--- config.mk ---
export PLATFORM = sky130hd
export DESIGN_NAME = led_round_engine
export DESIGN_NICKNAME = d
export VERILOG_FILES = /design/src/rtl/led_round_engine.sv
export SDC_FILE = /design/constraint.sdc
export NUM_CORES = 1
export LEC_CHECK = 0
export CAP_MARGIN = 20
export CORE_MARGIN = 5
export CORE_UTILIZATION = 30
export CTS_CLUSTER_DIAMETER = 60
export DETAILED_ROUTE_END_ITERATION = 10
export HOLD_SLACK_MARGIN = 0.05
export SLEW_MARGIN = 30
export SYNTH_ARGS = -nofsm -noshare
export SYNTH_HDL_FRONTEND = slang
export SYNTH_SLANG_ARGS = --single-unit
export TNS_END_PERCENT = 30
--- constraint.sdc ---
create_clock -name clk -period 9.7 [get_ports clk]
set_input_delay 2.91 -clock clk [delete_from_list [all_inputs] [get_ports clk]]
set_output_delay 2.91 -clock clk [all_outputs]
set_load 0.02 [all_outputs]
--- src/rtl/led_round_engine.sv ---
// led_round_engine: iterative LED-64 round core (AddConstants, SubCells, ShiftRows, key add)
// wrapped around an external combinational MixColumnSerial stage.
module led_round_engine #(
   parameter int ROUNDS = 32
) (
   input  logic        clk,
   input  logic        rst,
   input  logic        start,
   input  logic [63:0] pt,
   input  logic [63:0] key,
   output logic        busy,
   output logic        done,
   output logic [63:0] ct,
   output logic [63:0] mc_b,
   input  logic [63:0] mc_c
);
   localparam int RW = $clog2(ROUNDS);
   localparam logic [RW-1:0] LAST = RW'(ROUNDS - 1);
   localparam logic [63:0] SBOX = 64'h2174_8FE3_DA09_B65C;
   typedef enum logic {IDLE, RUN} fsm_t;
   fsm_t fsm;
   logic [63:0] state, key_reg, ac, sb, next_state;
   logic [5:0] rc, rc_n;
   logic [RW-1:0] r;
   assign rc_n = {rc[4:0], ~(rc[5] ^ rc[4])};
   assign ac = state ^ {4'h4, 1'b0, rc_n[5:3], 8'h0,
                        4'h5, 1'b0, rc_n[2:0], 8'h0,
                        4'h2, 1'b0, rc_n[5:3], 8'h0,
                        4'h3, 1'b0, rc_n[2:0], 8'h0};
   for (genvar g = 0; g < 16; g++) begin : g_sbox
      assign sb[4*g +: 4] = SBOX[{ac[4*g +: 4], 2'b00} +: 4];
   end
   // row i rotates left by i nibbles
   assign mc_b = {sb[63:48], sb[43:32], sb[47:44], sb[23:16], sb[31:24], sb[3:0], sb[15:4]};
   assign next_state = mc_c ^ (&r[1:0] ? key_reg : 64'h0);
   always_ff @(posedge clk or posedge rst) begin
      if (rst) begin
         fsm     <= IDLE;
         state   <= '0;
         key_reg <= '0;
         rc      <= '0;
         r       <= '0;
         busy    <= 1'b0;
         done    <= 1'b0;
         ct      <= '0;
      end else begin
         done <= 1'b0;
         if (fsm == IDLE) begin
            if (start) begin
               state   <= pt ^ key;
               key_reg <= key;
               rc      <= '0;
               r       <= '0;
               busy    <= 1'b1;
               fsm     <= RUN;
            end
         end else begin
            state <= next_state;
            rc    <= rc_n;
            r     <= r + 1'b1;
            if (r == LAST) begin
               ct   <= next_state;
               done <= 1'b1;
               busy <= 1'b0;
               fsm  <= IDLE;
            end
         end
      end
   end
endmodule

======== Word level (Yosys, flattened, before mapping) ========
Index checks and enable logic that the tools add are counted.
cells by class
  reductions and logical operators ........ 5
  add/subtract/negate cells ............... 1
  equality and inequality tests ........... 2
  multiplexer cells ....................... 15
  bitwise logic cells ..................... 6
  divide/modulo/power cells ............... 0
  $mul .................................... 0
  magnitude comparators ................... 0
  shift operators ......................... 16
operator list
  kind                     number
  $shiftx 64x7->4 const A  16
  $mux 64                  3
  $xor 64x64->64           2
  $xor 64x63->64           1
  $mux 6                   2
  $mux 5                   2
  $mux 1                   8
  $reduce_and 2->1         4
  $add 5x1->5 const B      1
  $eq 5x5->1 const B       1
  $ne 2x1->1 const B       1
  $not 1->1                2
  $reduce_bool 2->1        1
  $xor 1x1->1              1
word-level totals
  RAM bits ................................ 0
  output and inout port bits .............. 130
  latch bits .............................. 0
  input port bits ......................... 195
  memory bits (read-only) ................. 0
  logic and storage cells ................. 53
  bits in registers ....................... 206
  memories kept ........................... 0

======== Depth between registers and ports, before layout ========
Gate-level depths: netlist of the first run.
  depth in word-level cells ............... 4
  depth in mapped cells ................... 10
  mapped depth without buffers ............ 6

======== Worst setup path after synthesis of the first run ========
No wires, ideal clock.
  kind .................................... register to output
  start ................................... reg rc[4]
  end ..................................... out mc_b[44]
  buffers on the path ..................... 1
  data arrival time ....................... 1.871 ns
  path slack .............................. 4.919 ns
  data required time ...................... 6.790 ns
  stages on the path, launching flop included .. 7
  cells stage by stage .................... dfrtp_1 -> buf_6 -> xor3_2 -> clkinv_4 -> ha_1 -> mux2i_1 -> a211oi_1
between the ends
  word-level cells in the longest chain between the ends .. 4
ends and longest elaborated chain
  what                    RTL line  RTL
  from (decl)             23        logic [5:0] rc, rc_n;
  from (signal assigned)  59        rc <= rc_n;
  $xor 1x1->1             25        assign rc_n = {rc[4:0], ~(rc[5] ^ rc[4])};
  $not 1->1               25
  $xor 64x63->64          26        assign ac = state ^ {4'h4, 1'b0, rc_n[5:3], 8'h0,
  $shiftx 64x7->4         31        assign sb[4*g +: 4] = SBOX[{ac[4*g +: 4], 2'b00} +: 4];
  to (decl)               14        output logic [63:0] mc_b,
Every way passes these cells.

======== Worst setup path after layout of the first run ========
  start ................................... reg rc[4]
  end ..................................... out mc_b[6]
Same word-level chain as after synthesis.

==> results.md, run 1 <==
- Status: finished, final reports clean
- Final min period: ~6.0 ns
- Placer congestion estimate: between 0.7 and 0.8
- Gr ovfl total: 0
- I/O pins: approximately 330
- H-Tree Depth: 1
- Max rail drop VDD: about 350 uV
- Slew @ Worst Pin: approximately 0.9 ns
- Met3 Usage GRT: approximately 5.1%
- Ys async rst share: 100%
- Post-CTS Resized: 0
- PortBufs: between 300 and 400
- Critical path type: reg2out
- Post-synthesis cell type count: 48
- Flops & latches, synth: slightly above 200
- Max-cap violations: 0
- Xor and xnor area share after synthesis: roughly an eighth
- Drt initial violations: approximately 350
- Final WS setup: approximately 3.7 ns
- CTS tree: built
- Busiest grt layer: met2
- Die area: between 40000 and 50000 um^2
- Arr. time, crit path: 3.12 ns
- Max Fanout on Critical Path: 7
- Seq/Total Area, Yosys: 41.2%
- Post-synthesis simple-gate area fraction: 9.26%
- Starting Density: between 30% and 40%
- Pin count of the biggest net entering global routing: 81
- Synth Instances: between 1000 and 1500
- R2R setup slack: around 6.3 ns
- Vias per inst: about 4.7
- Fillers: approximately 4000
- Slew HR: between 30% and 40%
- Final period util: a little over 60%
- CP Launch Type: flop
- Clock Latency Late Sink: around 0.56 ns
- Core Region: 41000 um^2
- # DRC: 0
- Synth-to-layout area growth: 37.3%
- Pins Over Slew Limit: 0
- Hold WC Path Type: reg2reg
- Layout Nets: around 1800
- Postcts setup bufs: 0
- Post-synthesis mux area share: about 12%
- Share of cells above drive strength 1: between 10% and 20%
- M1 GR Usage: 19.9%
- Yosys synthesis warning count: 0
- Max frequency: ~170 MHz
- Drt pass-1 iters: 4
- Met2 usage: a little under a quarter
- CP Capture Type: output port
- Complex-gate fraction of the synthesized area: about an eighth
- Static Leak: 7.03 nW
- Via count: just under 10000
- Vias in the first global route: approximately 9900
- Sink Count: between 200 and 250
- GR Util All Layers: 15.0%
- Worst EP required: between 6 and 7 ns
- Final hold violation count: 0
- Post-Synth Adder-Cell Area: 7.80%
- Chip Height: between 200 and 250 um
- RSZ-0062 raised after global routing: no
- Pre-CTS WS: roughly 4.3 ns
- Setup TNS: 0 ns
- First-pass GRT wire length: 56.4 mm
- WL/cell: 17.4 um
- Num CTS Buffers: 28
- Synth Cell Area: approximately 13000 um^2
- Hpwl dp: 25.3 mm
- Root Driver: clkbuf_16
- Largest family of logic cells by synthesized area: compound AO/OA/AOI/OAI gates
- Syn avg cell area: approximately 10 um^2
- # rows: between 70 and 80
- Die width: between 200 and 250 um
- Synth Flop Type: dfrtp_1
- DRT Wirelength: roughly 36 mm
- Clk_skew: between 0.007 and 0.008 ns
- Worst hold slack: ~0.5 ns
- Pwr per Cell Area: approximately 400 nW/um^2
- Syn_nets: roughly 1500
- Hold buffer count at cts: 0
- Final setup viols: 0
- Clock Pin Slew Worst Setup and Hold Paths: approximately 0.060 ns
- Post-route antenna net violation count: 0
- EDFF count, synth: 0
- Initial antenna violation count: 2
- Longest Clk Path Bufs: 3
-- through the flow --
stage	power, W	util, %	cells	instance area [um^2]
2_1_floorplan	0.00407	-	1207	12500
3_3_place_gp	0.00562	39.3	1991	16100
3_5_place_dp	0.00572	39.5	1994	16200
4_1_cts	0.00683	41.9	2044	17200
5_1_grt	0.00721	41.9	2044	17200
6_report	0.00674	41.9	2045	17200
-- area by class of cell --
type	count	area [um^2]	area share, %
antenna	1	2.50	0.0146
timing repair buffer	333	3360	19.5
clock inverter	10	120	0.699
inverter	51	204	1.19
multi-input combinational	872	6830	39.7
tap	532	666	3.87
sequential	206	5160	30.0
clock buffer	40	847	4.93
-- cells in the final DEF, fill, tap and decap left out, types with 2 or more instances in the layout --
cell             synthesis  layout
o211ai_1                 4       4
dfrtp_1                206     205
clkdlybuf4s50_1          0     323
a211o_1                  2       2
o21ai_1                  3       3
o21ai_0                 39      39
clkinvlp_4               0       2
nand3_1                  2       2
o22ai_1                  3       3
nor2_1                  73      73
clkinv_2                 0       2
mux2_2                  67      67
a21o_1                   2       2
mux4_2                  28      28
inv_1                   47      46
o31ai_1                  3       3
ha_1                    78      77
xor2_1                 136     136
clkinv_4                 1       4
buf_12                   0       2
xor2_2                   5       5
nor3b_1                  2       2
clkbuf_8                 0       8
bufinv_16                0       2
xnor2_2                  2       2
buf_4                    6       6
clkbuf_1                40       3
o21a_1                  17      17
a21oi_1                130     130
mux2i_1                 16      16
nand2_1                 86      86
inv_2                    3       3
a211oi_1                65      65
nor3_1                   2       2
xnor2_1                 15      15
nor2b_1                 65      64
nand2b_1                14      14
clkbuf_16                0      29
-- synth_stat cells, types with 2 or more instances --
cell type / number / share of area, %
a211o_1: 2 / 0.14
a211oi_1: 65 / 3.9
a21o_1: 2 / 0.12
a21oi_1: 130 / 5.2
buf_2: 29 / 1.2
buf_4: 6 / 0.36
clkbuf_1: 40 / 1.2
dfrtp_1: 206 / 41
ha_1: 78 / 7.8
inv_1: 47 / 1.4
inv_2: 3 / 0.090
mux2_2: 67 / 6.0
mux2i_1: 16 / 1.3
mux4_2: 28 / 5.0
nand2_1: 86 / 2.6
nand2b_1: 14 / 0.70
nand3_1: 2 / 0.080
nor2_1: 73 / 2.2
nor2b_1: 65 / 3.2
nor3_1: 2 / 0.080
nor3b_1: 2 / 0.12
o211ai_1: 4 / 0.24
o21a_1: 17 / 1.0
o21ai_0: 39 / 1.6
o21ai_1: 3 / 0.12
o22ai_1: 3 / 0.15
o31ai_1: 3 / 0.18
xnor2_1: 15 / 1.0
xnor2_2: 2 / 0.26
xor2_1: 136 / 9.5
xor2_2: 5 / 0.65
-- logic make-up (layout without fill, tap and decap cells) --
logic type | Yosys count | in the layout
AND/OR/NAND/NOR | 249 | 249
flip-flops | 206 | 206
other | 0 | 1
AO/OA/AOI/OAI | 274 | 274
multiplexers | 111 | 111
adder cells (fa/ha/maj) | 78 | 78
buffers and inverters | 129 | 434
XOR/XNOR | 160 | 160
-- path summary, 6_finish.rpt --
kind / startpoint / to / depth (start not counted)
max in group asynchronous: rst / ct[1] / 4
hold reg to reg: busy / busy / 2
hold / removal: busy / busy / 2
min in group asynchronous: rst / key_reg[31] / 2
setup reg to reg: fsm / key_reg[44] / 4
setup / recovery: rc[4] / mc_b[6] / 4
-- layer usage --
| metal | routed length, um | up-vias |
|---|---|---|
| met1 | 15900 | 4690 |
| met5 | 27 | - |
| met3 | 2570 | 54 |
| li1 | - | 4700 |
| met4 | 832 | 4 |
| met2 | 16300 | 231 |
-- report_power, final --
group	internal, W	switching (W)	total [W]
logic	0.00196	0.00198	0.00393
registers	0.00128	0.000454	0.00174
clock network	0.000658	0.000407	0.00107
total	0.00390	0.00284	0.00674
-- worst max-delay path, cell delays in order, from the launching register on --
cell	delay, ns
dfrtp_1	0.57
xnor3_1	0.57
ha_1	0.39
mux4_2	0.48
clkdlybuf4s50_1	0.55
Note: power is estimated with default switching activity, not from simulation.
==> inputs of run 2 (changes only) <==
- clock period: 9.7 -> 5.1 ns (I/O delays scaled with it)
==> run 2 against run 1 <==
Against the previous run:
- critical path depth did not move
- non-clock buffer count grew 1
- critical path type unchanged
- flip-flop and latch count stayed put
==> results.md, run 2 (synthesized netlist as in run 1, its figures left out) <==
- CP Cell Sequence: xnor3_1 -> ha_1 -> mux4_2 -> clkdlybuf4s50_1 (unchanged)
- Most common cell after layout, fill and taps aside: clkdlybuf4s50_1 (unchanged)
- Pin count of the biggest net entering global routing: 113 (was 81)
- WL/cell: 17.5 um (was 17.4 um)
- Worst hold slack: 0.502 ns (was 0.499 ns)
- Slowest cell on the critical path: dfrtp_1 (unchanged)
- Clock Pin Slew Worst Setup and Hold Paths: 0.06 ns (about the same)
- Post-CTS Resized: 0 (unchanged)
- Critical path type: reg2out (unchanged)
- Synth-to-layout area growth: 37.4% (was 37.3%)
- H-Tree Depth: 1 (unchanged)
- Gr ovfl total: 0 (unchanged)
- Pins Over Slew Limit: 0 (unchanged)
- Final cell count without fillers: 2046 (was 2045)
- Pwr per Cell Area: 743 nW/um^2 (was 392 nW/um^2)
- Via count: 9656 (was 9679)
- Max Fanout on Critical Path: 7 (unchanged)
- Die area: 45900 um^2 (unchanged)
- Sink Count: 206 (unchanged)
- Slew @ Worst Pin: 0.769 ns (was 0.902 ns)
- Root Driver: clkbuf_16 (unchanged)
- Vias in the first global route: 10100 (was 9948)
- Longest Clk Path Bufs: 3 (unchanged)
- Clock Latency Late Sink: 0.56 ns (about the same)
- Drt pass-1 iters: 4 (unchanged)
- # placed instances: 1995 (was 1994)
- Max rail drop VDD: 1010 uV (was 346 uV)
- Post-route antenna net violation count: 0 (unchanged)
- # rows: 74 (unchanged)
- Starting Density: 30.5% (unchanged)
- DRT Wirelength: 35.9 mm (was 35.6 mm)
- Placer congestion estimate: 0.774 (was 0.789)
- Vias per inst: 4.72 (was 4.73)
- R2R setup slack: 2.75 ns (was 6.30 ns)
- Core Util, Final: 41.9% (about the same)
- Clk_skew: 0.0217 ns (was 0.00788 ns)
- Ant diodes: 0 (was 1)
- Die width: 214 um (unchanged)
- GR Util All Layers: 15.2% (was 15.0%)
- Arr. time, crit path: 3.19 ns (was 3.12 ns)
- Final setup viols: 0 (unchanged)
- Worst EP required: 3.57 ns (was 6.79 ns)
- PortBufs: 324 (unchanged)
- Hpwl dp: 25.2 mm (was 25.3 mm)
- Layout Nets: 1767 (was 1765)
- Status: finished, final reports clean (unchanged)
- Final period util: between 90% and 100%
- Slew HR: 48.7% (was 39.9%)
- Most frequent cells in the layout: 323 x clkdlybuf4s50_1, 205 x dfrtp_1, 136 x xor2_1 (unchanged)
- Crit path largest cell delay: 0.59 ns (was 0.57 ns)
- Hold buffer count at cts: 0 (unchanged)
- Final hold violation count: 0 (unchanged)
- Num CTS Buffers: 29 (was 28)
- First-pass GRT wire length: 57.1 mm (was 56.4 mm)
- Initial antenna violation count: 2 (unchanged)
- Max-cap violations: 0 (unchanged)
- Drt initial violations: 338 (was 353)
- CP Capture Type: output port (unchanged)
- Chip Height: 214 um (unchanged)
- Setup TNS: 0 ns (unchanged)
- RSZ-0062 raised after global routing: no (unchanged)
- Final min period: ~4.7 ns
- Static Leak: 7.04 nW (was 7.03 nW)
- CP Launch Type: flop (unchanged)
- I/O pins: 325 (unchanged)
- Share of cells above drive strength 1: 11.4% (about the same)
- CTS tree: built (unchanged)
- Max frequency: 212 MHz
- Hold WC Path Type: reg2reg (unchanged)
- Core Region: 41000 um^2 (unchanged)
- Postcts setup bufs: 0 (unchanged)
- # DRC: 0 (unchanged)
- Cell area after layout: 17200 um^2 (about the same)
- Placed Area: 16200 um^2 (about the same)
run 2: worst paths after layout:
| check | startpoint | cells past startpoint | end |
|---|---|---|---|
| worst max-delay path | rc[4] | 4 | mc_b[6] |
| max in group asynchronous | rst | 3 | state[2] |
| worst min-delay path | busy | 2 | busy |
| min in group asynchronous | rst | 2 | key_reg[63] |
| worst max register to register | fsm | 4 | ct[56] |
| worst min register to register | busy | 2 | busy |
run 2: area by class of cell:
class	count	area (um^2)
fill	3964	23800
multi-input combinational	872	6830
sequential	206	5160
timing repair buffer	334	3390
clock buffer	39	823
tap	532	666
inverter	51	200
clock inverter	12	130
run 2: critical path: cells and delay by family (launching register included):
family | cells | cell delay [ns]
XOR/XNOR | 1 | 0.57
flip-flops | 1 | 0.59
adder cells (fa/ha/maj) | 1 | 0.39
buffers and inverters | 1 | 0.57
multiplexers | 1 | 0.50
run 2: report_power, final:
| part | leakage, nW | internal, W | switching [W] |
|---|---|---|---|
| clock network | 0.472 | 0.00123 | 0.000781 |
| logic | 4.23 | 0.00370 | 0.00377 |
| registers | 2.34 | 0.00244 | 0.000850 |
run 2: stage by stage:
step | setup slack [ns] | power [W]
after detailed placement | 0.969 | 0.0109
after global routing | 0.266 | 0.0137
after CTS | 0.328 | 0.0130
after floorplan | 0.898 | 0.00775
final | 0.376 | 0.0128
after global placement | 1.01 | 0.0107
run 2: metal layers:
metal / vias up / global-route usage, % / share of wire [%]
met5: - / 0 / 0.078
met4: 4 / 3.37 / 2.1
met3: 50 / 4.52 / 6.4
met2: 224 / 25.3 / 48
met1: 4687 / 19.6 / 44
li1: 4691 / - / -
==> inputs of run 3 (changes only) <==
- ABC_AREA: unset -> 1
==> run 3 against run 2 <==
Against the previous run:
- cell count rose by 18%
- power decreased by 4.3%
- register-to-register slack is essentially flat
- combinational power fell by 8.7%
- area after synthesis shrank 1.3%
- flip-flop and latch count unchanged
- die area decreased by 1.3%
- critical path type unchanged
==> results.md, run 3 <==
- Arr. time, crit path: 2.95 ns (was 3.19 ns)
- PnR Total Power: 0.0122 W (was 0.0128 W)
- Core Region: 40700 um^2 (was 41000 um^2)
- PortBufs: 324 (unchanged)
- Fillers: 4037 (was 3964)
- Status: finished, final reports clean (unchanged)
- Post-synth top area share: 41.8% (was 41.2%)
- Slew HR: 36.6% (was 48.7%)
- Via count: 11600 (was 9656)
- RSZ-0062 raised after global routing: no (unchanged)
- Starting Density: 30.3% (was 30.5%)
- Worst flop-to-flop path endpoint: ct[43] (was ct[56])
- Final hold violation count: 0 (unchanged)
- CP Launch Type: flop (unchanged)
- Multi-input gate area: 6520 um^2 (was 6830 um^2)
- Clk_skew: 0.0194 ns (was 0.0217 ns)
- Synth-to-layout area growth: 39.4% (was 37.4%)
- Most frequent cells in the layout: 603 x nand2_1, 324 x clkdlybuf4s50_1, 205 x dfrtp_1 (was 323 x clkdlybuf4s50_1, 205 x dfrtp_1, 136 x xor2_1)
- # placed instances: 2357 (was 1995)
- Ys async rst share: 100% (unchanged)
- Die width: 213 um (was 214 um)
- Clock Pin Slew Worst Setup and Hold Paths: 0.06 ns (about the same)
- DRT Wirelength: 41.5 mm (was 35.9 mm)
- Sw Ratio: 44.1% (was 42.3%)
- Die area: 45300 um^2 (was 45900 um^2)
- # rows: 74 (unchanged)
- Setup TNS: 0 ns (unchanged)
- Most frequent cell after synthesis: nand2_1 (was dfrtp_1)
- CP Cell Sequence: xnor2_1 -> inv_1 -> ha_1 -> o21ai_0 -> xor2_1 -> clkdlybuf4s50_1 (was xnor3_1 -> ha_1 -> mux4_2 -> clkdlybuf4s50_1)
- GR Util All Layers: 17.8% (was 15.2%)
- Seq pwr share: 25.9% (was 25.8%)
- Pin count of the biggest net entering global routing: 79 (was 113)
- Final period util: 87.8% (was 92.6%)
- Hpwl dp: 28.4 mm (was 25.2 mm)
- Crit path capture: mc_b[16] (was mc_b[6])
- Root Driver: clkbuf_16 (unchanged)
- Flops & latches, synth: 206 (unchanged)
- I/O pins: 325 (unchanged)
- Crit path largest cell delay: 0.64 ns (was 0.59 ns)
- Levels on crit path: 6 (was 4)
- H-Tree Depth: 1 (unchanged)
- Vias per inst: 4.81 (was 4.72)
- Vias in the first global route: 11700 (was 10100)
- Max frequency: 223 MHz (was 212 MHz)
- Final setup viols: 0 (unchanged)
- Net Switching: 0.00539 W (was 0.00540 W)
- Register area: 5160 um^2 (about the same)
- Yosys synthesis warning count: 0 (unchanged)
- Int Power: 0.00684 W (was 0.00737 W)
- CP Capture Type: output port (unchanged)
- Clock Latency Late Sink: 0.55 ns (was 0.56 ns)
- Hold buffer count at cts: 0 (unchanged)
- Worst r2r path cells: 9 (was 4)
- Slowest cell on the critical path: clkdlybuf4s50_1 (was dfrtp_1)
- Critical path type: reg2out (unchanged)
- Hold WC Path Type: reg2reg (unchanged)
- Post-route antenna net violation count: 0 (unchanged)
- Top delay family on crit path: buffers and inverters (was flip-flops)
- Core Util, Final: 42.3% (was 41.9%)
- Num CTS Buffers: 29 (unchanged)
- Final cell count without fillers: 2413 (was 2046)
- R2R setup slack: 2.75 ns (about the same)
- # DRC: 0 (unchanged)
- Pins Over Slew Limit: 0 (unchanged)
- Gr ovfl total: 0 (unchanged)
- Syn_nets: 1826 (was 1480)
- Drt initial violations: 654 (was 338)
- CTS tree: built (unchanged)
- Max rail drop VDD: 391 uV (was 1010 uV)
- First-pass GRT wire length: 64.7 mm (was 57.1 mm)
- Synth cell count leaders: 604 x nand2_1, 206 x dfrtp_1, 90 x inv_1 (was 206 x dfrtp_1, 136 x xor2_1, 130 x a21oi_1)
- Slew @ Worst Pin: 0.951 ns (was 0.769 ns)
- Final min period: 4.48 ns (was 4.72 ns)
- Buf/Inv on CP: 2 (was 1)
- Max Fanout on Critical Path: 4 (was 7)
- EDFF count, synth: 0 (unchanged)
- Combinational power share: 55.8% (was 58.5%)
- WL/cell: 17.2 um (was 17.5 um)
- Crit path from: rc[3] (was rc[4])
- Drt pass-1 iters: 5 (was 4)
- Max-cap violations: 0 (unchanged)
- Synth Flop Type: dfrtp_1 (unchanged)
- Static Leak: 7.95 nW (was 7.04 nW)
- Layout Nets: 2130 (was 1767)
- Placer congestion estimate: 0.885 (was 0.774)
- Clk pwr share: 18.3% (was 15.7%)
- Pwr per Cell Area: 710 nW/um^2 (was 743 nW/um^2)
- Initial antenna violation count: 4 (was 2)
- Worst flop-to-flop path startpoint: r[0] (was fsm)
- Sink Count: 206 (unchanged)
- Worst EP required: 3.57 ns (about the same)
- Syn avg cell area: 7.95 um^2 (was 10.4 um^2)
- Top cells by area, synth: dfrtp_1 42%, nand2_1 18%, ha_1 7.9% (was dfrtp_1 41%, xor2_1 9.5%, ha_1 7.8%)
- Longest Clk Path Bufs: 3 (unchanged)
- Post-synthesis cell type count: 37 (was 48)
- Postcts setup bufs: 0 (unchanged)
- Synth Instances: 1553 (was 1207)
- Post-CTS Resized: 0 (unchanged)
- Chip Height: 213 um (was 214 um)
- Min-delay src: key_reg[40] (was busy)
- Post-synth top area cell: dfrtp_1 (unchanged)
- Most common cell after layout, fill and taps aside: nand2_1 (was clkdlybuf4s50_1)
- Synth Cell Area: 12300 um^2 (was 12500 um^2)
- Share of cells above drive strength 1: 7.03% (was 11.4%)
- Seq/Total Area, Yosys: 41.8% (was 41.2%)
==> run 3: worst min path at each step <==
stage                     cells after the start  slack (ns)           to
after floorplan                               2        0.44   key_reg[0]
after global placement                        2        0.45  key_reg[62]
after detailed placement                      2        0.46  key_reg[56]
after CTS                                     2        0.47  key_reg[24]
after global routing                          2        0.48   key_reg[4]
final                                         2        0.47  key_reg[40]
==> run 3: cell type report <==
type	count	share of cell area (%)
diodes	3	0.0436
inverters	95	2.11
well taps	532	3.87
repair buffers	340	20.0
multi-input cells	1185	37.9
clock inverters	19	1.69
flip-flops and latches	206	29.9
clock buffers	33	4.48
==> run 3: layer usage <==
layer | vias up | global-route usage (%) | share of wire [%]
li1 | 5704 | - | -
met1 | 5434 | 23.4 | 43
met2 | 396 | 29.5 | 47
met3 | 79 | 3.73 | 7.0
met4 | 4 | 5.63 | 2.9
met5 | - | 0 | 0.082
==> run 3: cells by family after synthesis <==
logic type / after synthesis / synth area share [%]
adder cells (fa/ha/maj): 78 / 7.90
flip-flops: 206 / 41.8
buffers and inverters: 162 / 5.64
AO/OA/AOI/OAI: 339 / 17.5
XOR/XNOR: 74 / 5.25
AND/OR/NAND/NOR: 694 / 21.9
==> run 3: metrics by stage <==
stage               hold WS, ns  instance area [um^2]  setup slack, ns
floorplan                 0.442                 12400            0.898
detailed placement        0.458                 16100             1.19
finish                    0.469                 17200            0.621
global route              0.483                 17200            0.481
global placement          0.453                 16100             1.25
CTS                       0.472                 17200            0.587
==> run 3: power groups by stage <==
stage	Combinational, W	Sequential [W]	Clock, W
2_1_floorplan	0.00383	0.00328	0
3_3_place_gp	0.00670	0.00314	0
3_5_place_dp	0.00684	0.00317	0
4_1_cts	0.00689	0.00316	0.00231
5_1_grt	0.00752	0.00329	0.00238
6_report	0.00682	0.00317	0.00224
==> run 3: worst reg2reg max path, cell delays in order (launching register included) <==
cell and delay, ns:
dfrtp_1 0.43, ha_4 0.16, nand2_1 0.06, nor2_1 0.10, ha_1 0.20, nand2_4 0.06, inv_2 0.50, buf_4 0.50
nand2_1 0.18, nand2_1 0.09
